`src/rtl/aurora_20g_adc_packer.sv`:
```
// aurora_20g_adc_packer
// Packs a header stream (HEAD_WD bits) and a wide ADC word stream (DATA_WD bits)
// into 9-beat frames for an Aurora TX AXI-Stream port.
//   beat0 = {W0 low half, H0}       beat1..3 = {Wk low half, carry}
//   beat4 = {H1, carry}             beat5..8 = W4..W7 unchanged, beat8 carries tlast
// The carry register holds the upper half of the previous ADC word so that the
// header-shifted payload lines up across beats.
// Optional feature: define ADC_PACK_SEQ_STAMP_EN to overwrite the top 16 bits of
// every emitted header with a wrapping 16-bit sequence counter.
// HEAD_WD must equal DATA_WD/2.
module aurora_20g_adc_packer #(
   parameter int DATA_WD = 128,
   parameter int HEAD_WD = 64
) (
   input  logic                 clk,
   input  logic                 rst,
   input  logic                 cfg_rst,
   input  logic                 s_head_vld,
   output logic                 s_head_rdy,
   input  logic [HEAD_WD-1:0]   s_head_data,
   input  logic                 s_adc_vld,
   output logic                 s_adc_rdy,
   input  logic [DATA_WD-1:0]   s_adc_data,
   output logic [DATA_WD-1:0]   m_axis_tdata,
   output logic [DATA_WD/8-1:0] m_axis_tkeep,
   output logic                 m_axis_tvalid,
   output logic                 m_axis_tlast,
   input  logic                 m_axis_tready,
   output logic [31:0]          frame_cnt
);

   localparam logic [3:0] S0 = 4'd0;
   localparam logic [3:0] S1 = 4'd1;
   localparam logic [3:0] S2 = 4'd2;
   localparam logic [3:0] S3 = 4'd3;
   localparam logic [3:0] S4 = 4'd4;
   localparam logic [3:0] S5 = 4'd5;
   localparam logic [3:0] S6 = 4'd6;
   localparam logic [3:0] S7 = 4'd7;
   localparam logic [3:0] S8 = 4'd8;

   logic [3:0]         r_state;
   logic [HEAD_WD-1:0] r_carry;
   logic [DATA_WD-1:0] r_tdata;
   logic               r_tvalid;
   logic               r_tlast;
   logic [31:0]        r_frame_cnt;

   logic               w_need_head;
   logic               w_need_adc;
   logic               w_inputs_ok;
   logic               w_out_free;
   logic               w_take;
   logic               w_load_carry;
   logic               w_last_beat;
   logic               w_frame_done;
   logic [3:0]         w_state_nxt;
   logic [HEAD_WD-1:0] w_head;
   logic [DATA_WD-1:0] w_beat;

   // Headers are consumed only in S0 and S4; every other state takes an ADC word.
   assign w_need_head  = (r_state == S0) || (r_state == S4);
   assign w_need_adc   = (r_state != S4);
   assign w_inputs_ok  = (!w_need_head || s_head_vld) && (!w_need_adc || s_adc_vld);
   assign w_out_free   = !r_tvalid || m_axis_tready;

   // A beat is taken only when everything the state needs is present and the
   // output register can accept it; soft and hard reset both suppress it.
   assign w_take       = w_inputs_ok && w_out_free && !cfg_rst && !rst;

   assign s_head_rdy   = w_take && w_need_head;
   assign s_adc_rdy    = w_take && w_need_adc;

   assign w_load_carry = (r_state <= S3);
   assign w_last_beat  = (r_state == S8);
   assign w_state_nxt  = (r_state >= S8) ? S0 : (r_state + 4'd1);
   assign w_frame_done = r_tvalid && r_tlast && m_axis_tready;

`ifdef ADC_PACK_SEQ_STAMP_EN
   logic [15:0] r_seq;

   // Sequence stamp advances once per header actually emitted (S0 and S4 beats).
   always_ff @(posedge clk or posedge rst) begin
      if (rst) begin
         r_seq <= '0;
      end else if (cfg_rst) begin
         r_seq <= '0;
      end else if (w_take && w_need_head) begin
         r_seq <= r_seq + 16'd1;
      end
   end

   assign w_head = {r_seq, s_head_data[HEAD_WD-17:0]};
`else
   assign w_head = s_head_data;
`endif

   // Select the outgoing beat layout for the current state.
   always_comb begin
      w_beat = s_adc_data;
      case (r_state)
         S0:         w_beat = {s_adc_data[HEAD_WD-1:0], w_head};
         S1, S2, S3: w_beat = {s_adc_data[HEAD_WD-1:0], r_carry};
         S4:         w_beat = {w_head, r_carry};
         S5, S6, S7, S8: w_beat = s_adc_data;
         default:    w_beat = s_adc_data;
      endcase
   end

   // Framing state and carry: advance one state per taken beat, S8 wraps to S0.
   always_ff @(posedge clk or posedge rst) begin
      if (rst) begin
         r_state <= S0;
         r_carry <= '0;
      end else if (cfg_rst) begin
         r_state <= S0;
         r_carry <= '0;
      end else if (w_take) begin
         r_state <= w_state_nxt;
         if (w_load_carry) begin
            r_carry <= s_adc_data[DATA_WD-1:HEAD_WD];
         end
      end
   end

   // Registered output stage: load on take, hold while stalled, drop once accepted.
   always_ff @(posedge clk or posedge rst) begin
      if (rst) begin
         r_tdata  <= '0;
         r_tvalid <= 1'b0;
         r_tlast  <= 1'b0;
      end else if (cfg_rst) begin
         r_tdata  <= '0;
         r_tvalid <= 1'b0;
         r_tlast  <= 1'b0;
      end else if (w_take) begin
         r_tdata  <= w_beat;
         r_tvalid <= 1'b1;
         r_tlast  <= w_last_beat;
      end else if (m_axis_tready) begin
         r_tvalid <= 1'b0;
         r_tlast  <= 1'b0;
      end
   end

   // Count frames as their tlast beat is accepted downstream; a soft reset keeps it.
   always_ff @(posedge clk or posedge rst) begin
      if (rst) begin
         r_frame_cnt <= '0;
      end else if (w_frame_done) begin
         r_frame_cnt <= r_frame_cnt + 32'd1;
      end
   end

   assign m_axis_tdata  = r_tdata;
   assign m_axis_tvalid = r_tvalid;
   assign m_axis_tlast  = r_tlast;
   assign m_axis_tkeep  = '1;
   assign frame_cnt     = r_frame_cnt;

endmodule
```
`config.mk`:
```
export PLATFORM = sky130hd
export DESIGN_NAME = aurora_20g_adc_packer
export DESIGN_NICKNAME = d
export VERILOG_FILES = /design/src/rtl/aurora_20g_adc_packer.sv
export SDC_FILE = /design/constraint.sdc
export NUM_CORES = 1
export LEC_CHECK = 0
export ABC_AREA = 1
export CAP_MARGIN = 20
export CORE_MARGIN = 4
export CORE_UTILIZATION = 46
export DETAILED_ROUTE_END_ITERATION = 8
export MAX_ROUTING_LAYER = met4
export PLACE_DENSITY = 0.78
export REMOVE_ABC_BUFFERS = 1
export SLEW_MARGIN = 20
export SYNTH_ARGS = -nofsm -noshare
export SYNTH_HDL_FRONTEND = slang
export SYNTH_SLANG_ARGS = --single-unit
```
`constraint.sdc`:
```
create_clock -name clk -period 30.6 [get_ports clk]
set_clock_uncertainty 0.05 [all_clocks]
set_input_delay 6.12 -clock clk [delete_from_list [all_inputs] [get_ports clk]]
set_output_delay 6.12 -clock clk [all_outputs]
set_load 0.05 [all_outputs]
```
==> results of run 1 <==
-- worst paths after layout --
| kind | cells after the start | to | start | slack (ps) |
|---|---|---|---|---|
| min in group asynchronous | 2 | m_axis_tdata[93] | rst | 6010 |
| worst min register to register | 2 | r_carry[10] | r_carry[10] | 450 |
| worst max register to register | 10 | m_axis_tdata[89] | r_state[2] | 26750 |
| worst max-delay path | 9 | s_head_rdy | cfg_rst | 14760 |
| worst min-delay path | 2 | r_carry[10] | r_carry[10] | 450 |
| max in group asynchronous | 4 | m_axis_tdata[95] | rst | 22250 |
-- logic make-up (layout without fill, tap and decap cells) --
group	after synthesis	in the layout	synth area share, %
and+or+nand+nor	1503	1503	47.5
DFF	230	230	43.5
buffers and inverters	191	462	6.50
xor gates and xnor gates	22	22	1.46
AOI/OAI and AO/OA	10	10	0.416
adders and majority gates	6	6	0.568
other	1	24	0.0283
-- final cells by class --
cell class              instances  area [sq um]  share of cell area, %
multi-input cells            1557          6710                   37.7
flip-flops and latches        230          5760                   32.4
repair buffers                376          3750                   21.1
clock buffers                  41           808                   4.55
well taps                     378           473                   2.66
inverters                      39           164                  0.923
clock inverters                 6          86.3                  0.486
diodes                          8          20.0                  0.113
-- through the flow --
stage / setup slack, ps / hold WS [ps] / cell area, sq um / total power [mW]
after floorplan: 9320 / 422 / 12600 / 0.446
after global placement: 14790 / 435 / 16800 / 0.518
after detailed placement: 14740 / 438 / 16800 / 0.521
after CTS: 14730 / 454 / 17700 / 0.848
after global routing: 14510 / 468 / 17800 / 0.879
final: 14760 / 451 / 17800 / 0.845
-- sequential cells by signal, summed over array words and instances (netlist names) --
name and count:
frame_cnt 32, m_axis_tdata 128, m_axis_tlast 1, m_axis_tvalid 1
r_carry 64, r_state 4
-- synth_stat cells (6+ instances only) --
master,number
clkbuf_1,62
dfrtp_1,230
buf_1,18
buf_2,51
nand4_1,10
ha_1,6
buf_4,21
xnor2_1,11
inv_1,35
nand2_1,848
xor2_1,11
nor2_1,163
nand3_1,470
-- worst min-delay path: cells and delay by family (launching register included) --
family / cells / cell delay, ps
flops: 1 / 340
simple gates: 2 / 130
-- layer usage --
layer  routed length, microns  share of wire [%]
met1                    18500                 39
met2                    22300                 47
met3                     4610                9.8
met4                     1620                3.5
met5                        0                  0
-- power by group through the flow --
stage | combinational (mW) | clock (mW) | sequential (mW)
after floorplan | 0.0819 | 0 | 0.364
after detailed placement | 0.189 | 0 | 0.332
after global routing | 0.206 | 0.345 | 0.329
after CTS | 0.190 | 0.331 | 0.327
after global placement | 0.186 | 0 | 0.332
final | 0.190 | 0.327 | 0.327
==> impl_metrics.ini, run 1 <==
[run_status]
run_status = complete, no violations

[grt]
globalRouteMet3Util_pct = 5.09
grt_util_met2_pct = 47.1
globalRouteTotalUtil_pct = 29.6
antenna_found_initial = 7
maximum_number_of_pins_on_one_net_before_global_route_repair = 116
groute.layer.met1.usage_pct = 38.2
first_pass_grt_wire_length_mm = 73.6
global_route.peak_usage_layer = met2
globalRouteOverflowTotal = 0
first_global_vias = 13977

[timing]
grt_setup_unrepaired = no
max_slew_margin_pct = 31.6
finalSetupTns_ps = 0
finalWorstPathRequiredPeriod_ps = 15840
timing_hold_violations_final = 0
layout_worst_path_cycle_share_pct = 51.7
worst_slew_pin_slew_ps = 1030
timing.final.setup_violations = 0
timing.fmax_mhz = 63.2
slew_viol_final = 0

[finish]
layout.cells.most_common_list = nand2_1 (846), nand3_1 (469), clkdlybuf4s50_1 (361)
post_layout_nonfiller_instances = 2635
layout-area-overhead-vs-synth_pct = 34.3
final_layout_size_suffix_gt1_share_pct = 3.16
layout_commonest_cell = nand2_1
postLayoutCoreUtil_pct = 63.3
final_net_count = 2434
fillers = 2510

[route]
drt_first_pass_iters = 6
drt_wl_total_mm = 47.0
vias = 14631
detailedRoute.firstIterationViolations = 1451
detailed_route_drc_error_count = 0
drtAntennaViolNets = 0
wl_per_cell_microns = 17.8
avgViaCountPerCell = 5.55

[setup_path]
crit_path_end_kind = primary output
crit_path_frequent_cell = clkdlybuf4s50_1
timing.critical_path.slowest_cell_delay_ps = 790
cp.buffers_inverters = 5
timing.setup.critical_path_class = in2out
slowest_stage = clkdlybuf4s50_1
start_kind = input port
cp_data_required_time_ps = 24430
critical_path_peak_fanout = 115
cp_cell_sequence = clkdlybuf4s50_1, inv_6, nand3_1, nor2_2, nand2_8, inv_4, nand2_1, inv_1, clkdlybuf4s50_1
cp_top_family = buffers and inverters
cp_arrival_ps = 9670

[floorplan]
placeableCoreArea_sq_um = 28100
fp.dieArea_sq_um = 31500
dieHeight_microns = 178
ios = 378
initial_utilization_pct = 47.1
die_w_microns = 178
rows = 61

[clocking]
cts_htree_levels = 1
numCtsBuffers = 26
cts_tree = done
cts_root_buf = clkbuf_16
ctsLongestPathBuffers = 3
clkLatencyLatePin_ps = 540
cts_sinks = 230
cts_hold_repair.buffers = 0
path_clk_slew_ps = 60
postCtsResizedCells = 0
postCtsSetupBuffers = 0

[yosys]
synth.top_cells.by_area = dfrtp_1 (44%), nand2_1 (24%), nand3_1 (18%)
mappedNetlistArea_sq_um = 13200
ys_seq_elements = 230
synth.yosys.warnings = 0
synth-edff-count = 0
postSynth.asyncResetShare_pct = 100
synth_ff_type = dfrtp_1
synth.lib_cells_used.distinct = 26
share_of_the_yosys_chip_area_belonging_to_registers_pct = 43.5
syn-instance-count = 1963
synth_top_area_share_pct = 43.5
syn_area_per_cell_sq_um = 6.74
synthDominantAreaCellType = dfrtp_1

[pwr]
power_density_nw_per_um2 = 47.5
cellLeakagePower_nw = 9.04
power_frac_clock_pct = 38.7
switching_share_pct = 31.2
power_frac_seq_pct = 38.8
ir_drop_mv = 0.0362
share_of_total_power_in_combinational_logic_pct = 22.5
switching_power_mw = 0.263
cell_internal_pwr_mw = 0.581

[place]
gp_congestion = 0.931
place.detailed.instances = 2579
dp.final_hpwl_mm = 29.5
buffer_ports.inserted = 361

[hold_path]
hold_path_class = reg2reg

[job]
max_cap_violations = 0
Power figures use the tool's default switching activity.
==> run 2: changes to the inputs <==
- clock period: 30.6 -> 15.68 ns (I/O delays scaled with it)
==> impl_metrics.ini, run 2 (synthesized netlist as in run 1, its figures left out) <==
[finish]
number_of_flip_flops_under_the_largest_register_name = 128
layout-area-overhead-vs-synth_pct = 35.2
layout.cells.most_common_list = nand2_1 (846), nand3_1 (469), clkdlybuf4s50_1 (361)
fillers = 2519
final_layout_size_suffix_gt1_share_pct = 3.51
final_net_count = 2435
layout_commonest_cell = nand2_1
postLayoutCoreUtil_pct = 63.7

[hold_path]
worst_hold_path.num_cells = 1
hold_path_class = reg2reg

[grt]
first_pass_grt_wire_length_mm = 73.0
globalRouteOverflowTotal = 0
globalRouteTotalUtil_pct = 29.4
maximum_number_of_pins_on_one_net_before_global_route_repair = 119
first_global_vias = 13753
antenna_found_initial = 10

[place]
dp.final_hpwl_mm = 29.0
buffer_ports.inserted = 361
dp_worst_setup_slack_ps = 5910
gp_congestion = 0.930

[clocking]
cts_root_buf = clkbuf_16
cts_sinks = 230
cts_hold_repair.buffers = 0
path_clk_slew_ps = 60
cts_tree = done
numCtsBuffers = 27
ctsLongestPathBuffers = 3
postCtsResizedCells = 0
cts_htree_levels = 1
postCtsSetupBuffers = 0
clkLatencyLatePin_ps = 520

[setup_path]
r2r_cells = 9
crit_path_end_kind = primary output
critical_path.reg2reg.startpoint = r_state[2]
cp_data_required_time_ps = 12490
regToRegEndpoint = m_axis_tdata[47]
crit_path_frequent_cell = clkdlybuf4s50_1
slowest_stage = clkdlybuf4s50_1
start_kind = input port
cp_arrival_ps = 6490
critical_path_peak_fanout = 118
worst_setup_path_startpoint = rst
timing.critical_path.slowest_cell_delay_ps = 790
cp_cell_sequence = clkdlybuf4s50_1, inv_8, nand3_1, nor2_2, nand2_8, inv_4, nand2_1, inv_1, clkdlybuf4s50_1
ff2ff_setup_slack_ps = 11780
critical_path.endpoint = s_head_rdy
timing.setup.critical_path_class = in2out

[route]
drt_first_pass_iters = 5
avgViaCountPerCell = 5.51
wl_per_cell_microns = 17.6
detailedRoute.firstIterationViolations = 1604
drt_wl_total_mm = 46.4
drtAntennaViolNets = 0
vias = 14529
detailed_route_drc_error_count = 0

[pwr]
cell_internal_pwr_mw = 1.20
power_frac_clock_pct = 41.5
share_of_total_power_in_combinational_logic_pct = 21.4
power_frac_seq_pct = 37.0
ir_drop_mv = 0.0838
cellLeakagePower_nw = 9.09
switching_power_mw = 0.521
switching_share_pct = 30.2
power_density_nw_per_um2 = 96.4

[job]
max_cap_violations = 0

[timing]
timing_hold_violations_final = 0
layout_worst_path_cycle_share_pct = 61.7
worst_slew_pin_slew_ps = 1130
final.setup.worst_slack_ps = 6010
timing.final.setup_violations = 0
slew_viol_final = 0
max_slew_margin_pct = 24.4
timing.fmax_mhz = 103
grt_setup_unrepaired = no
finalSetupTns_ps = 0
finalWorstPathRequiredPeriod_ps = 9670

[floorplan]
fp.dieArea_sq_um = 31500
die_w_microns = 178
placeableCoreArea_sq_um = 28100
ios = 378
dieHeight_microns = 178
initial_utilization_pct = 47.1
rows = 61

[run_status]
run_status = complete, no violations
==> run 2: critical path, delay by kind of cell <==
family	cells	cell delay, ps
and+or+nand+nor	4	940
buffers and inverters	5	2340
==> run 2: area by class of cell <==
type / instances / area [sq um] / share of cell area (%)
Sequential cell: 230 / 5760 / 32.2
Inverter: 39 / 164 / 0.917
Antenna cell: 10 / 25.0 / 0.140
Clock buffer: 32 / 744 / 4.16
Clock inverter: 17 / 278 / 1.55
Timing Repair Buffer: 376 / 3730 / 20.9
Multi-Input combinational cell: 1557 / 6710 / 37.5
Tap cell: 378 / 473 / 2.65
==> run 2: routing by layer <==
metal	global-route usage, %	vias to the layer above	wire, microns
li1	-	6801	-
met1	38.1	6806	18500
met2	45.5	784	21400
met3	5.35	138	4290
met4	13.0	0	2240
met5	-	-	0
==> run 2: worst min-delay path by stage <==
stage                             start             to
final                     frame_cnt[14]  frame_cnt[14]
after global routing         r_carry[5]     r_carry[5]
after CTS                 frame_cnt[14]  frame_cnt[14]
after detailed placement    r_carry[19]    r_carry[19]
after global placement      r_carry[30]    r_carry[30]
after floorplan              r_carry[0]     r_carry[0]
==> run 2: power groups by stage <==
stage	combinational [mW]	sequential [mW]	clock [mW]
after floorplan	0.160	0.711	0
after global placement	0.363	0.648	0
after detailed placement	0.368	0.648	0
after CTS	0.369	0.638	0.725
after global routing	0.402	0.641	0.752
final	0.370	0.639	0.716
==> run 2: stage by stage <==
step	std cells	power (mW)	hold WS, ps	area (sq um)
4_1_cts	2629	1.73	450	17800
6_report	2639	1.72	450	17900
5_1_grt	2639	1.80	466	17900
2_1_floorplan	1826	0.871	422	12600
3_3_place_gp	2580	1.01	435	16800
3_5_place_dp	2580	1.02	438	16800
==> run 3: changes to the inputs <==
- clock period: 15.68 -> 9.4 ns (I/O delays scaled with it)
==> impl_metrics.ini, run 3 (synthesized netlist as in run 1, its figures left out) <==
[run_status]
run_status = complete, no violations

[grt]
first_pass_grt_wire_length_mm = 72.9
antenna_found_initial = 9
first_global_vias = 13769
globalRouteOverflowTotal = 0
maximum_number_of_pins_on_one_net_before_global_route_repair = 117
globalRouteTotalUtil_pct = 29.3

[floorplan]
placeableCoreArea_sq_um = 28100
dieHeight_microns = 178
rows = 61
die_w_microns = 178
fp.dieArea_sq_um = 31500
initial_utilization_pct = 47.1
ios = 378

[route]
detailedRoute.firstIterationViolations = 1472
wl_per_cell_microns = 17.8
drtAntennaViolNets = 0
drt_first_pass_iters = 8
avgViaCountPerCell = 5.53
drt_wl_total_mm = 46.9
vias = 14578
detailed_route_drc_error_count = 0

[clocking]
postCtsResizedCells = 0
ctsLongestPathBuffers = 3
cts_tree = done
path_clk_slew_ps = 50
clkLatencyLatePin_ps = 530
postCtsSetupBuffers = 0
numCtsBuffers = 26
cts_hold_repair.buffers = 0
cts_htree_levels = 1
cts_root_buf = clkbuf_16
cts_sinks = 230

[setup_path]
cp_arrival_ps = 5290
critical_path_peak_fanout = 116
timing.critical_path.slowest_cell_delay_ps = 790
slowest_stage = clkdlybuf4s50_1
timing.setup.critical_path_class = in2out
cp_cell_sequence = clkdlybuf4s50_1, inv_8, nand3_1, nor2_2, nand2_8, inv_4, nand2_1, inv_1, clkdlybuf4s50_1
crit_path_end_kind = primary output
cp_data_required_time_ps = 7470
crit_path_frequent_cell = clkdlybuf4s50_1
start_kind = input port
cp_top_family = buffers and inverters
cp.buffers_inverters = 5

[pwr]
cellLeakagePower_nw = 9.06
ir_drop_mv = 0.129
power_density_nw_per_um2 = 156

[finish]
final_layout_size_suffix_gt1_share_pct = 3.24
layout-area-overhead-vs-synth_pct = 34.4
multi_input_gate_area_in_the_final_layout_sq_um = 6710
sequential_cell_area_sq_um = 5760
number_of_flip_flops_under_the_largest_register_name = 128
fillers = 2545
postLayoutCoreUtil_pct = 63.3
final_net_count = 2435
layout.cells.most_common_list = nand2_1 (846), nand3_1 (469), clkdlybuf4s50_1 (361)
layout_commonest_cell = nand2_1

[job]
max_cap_violations = 0

[timing]
layout_worst_path_cycle_share_pct = 76.8
worst_slew_pin_slew_ps = 1150
timing_hold_violations_final = 0
minimum_hold_slack_ps = 450
timing.fmax_mhz = 139
max_slew_margin_pct = 23.4
grt_setup_unrepaired = no
finalWorstPathRequiredPeriod_ps = 7220
slew_viol_final = 0
timing.final.setup_violations = 0

[place]
dp.final_hpwl_mm = 29.5
gp_congestion = 0.932
buffer_ports.inserted = 361

[hold_path]
hold_path_class = reg2reg
run 3: power breakdown:
part	switching, mW	total (mW)	internal (mW)	leakage (nW)
clock network	0.420	1.08	0.660	0.451
logic	0.403	0.618	0.215	5.45
registers	0.0319	1.07	1.03	3.15
run 3: final timing paths:
| check | from | to | slack (ps) | cells after the start |
|---|---|---|---|---|
| worst max-delay path | rst | s_head_rdy | 2180 | 9 |
| worst min-delay path | r_carry[19] | r_carry[19] | 450 | 2 |
| worst max register to register | r_state[2] | m_axis_tdata[11] | 5510 | 9 |
| worst min register to register | r_carry[19] | r_carry[19] | 450 | 2 |
| max in group asynchronous | rst | r_state[1] | 5880 | 3 |
| min in group asynchronous | rst | m_axis_tdata[10] | 1850 | 2 |
run 3: layer usage:
| layer | up-vias | global-route usage [%] | part of all wire (%) |
|---|---|---|---|
| met2 | 837 | 45.3 | 46 |
| met3 | 138 | 5.30 | 9.4 |
| met5 | - | - | 0 |
| li1 | 6795 | - | - |
| met1 | 6808 | 38.2 | 40 |
| met4 | 0 | 12.7 | 4.5 |
run 3: layout make-up:
| cell class | count | area share (%) |
|---|---|---|
| multi-input cells | 1557 | 37.7 |
| flip-flops and latches | 230 | 32.4 |
| repair buffers | 377 | 21.1 |
| clock buffers | 39 | 4.45 |
| well taps | 378 | 2.66 |
| inverters | 39 | 0.922 |
| clock inverters | 8 | 0.648 |
| diodes | 9 | 0.127 |
run 3: worst register-to-register path: cells and delay by family, from the launching register on:
kind                   cells  cell delay [ps]
buffers and inverters      3             2220
flip-flops                 1              480
AND/OR/NAND/NOR            6             1030
run 3: metrics by stage:
step / area, sq um / setup WS (ps) / cells / setup TNS, ps / power [mW]
2_1_floorplan: 12600 / -3400 / 1826 / -185800 / 1.45
3_3_place_gp: 16800 / 2080 / 2580 / 0 / 1.69
3_5_place_dp: 16800 / 2090 / 2580 / 0 / 1.70
4_1_cts: 17700 / 2080 / 2627 / 0 / 2.78
5_1_grt: 17800 / 1840 / 2637 / 0 / 2.88
6_report: 17800 / 2180 / 2637 / 0 / 2.76
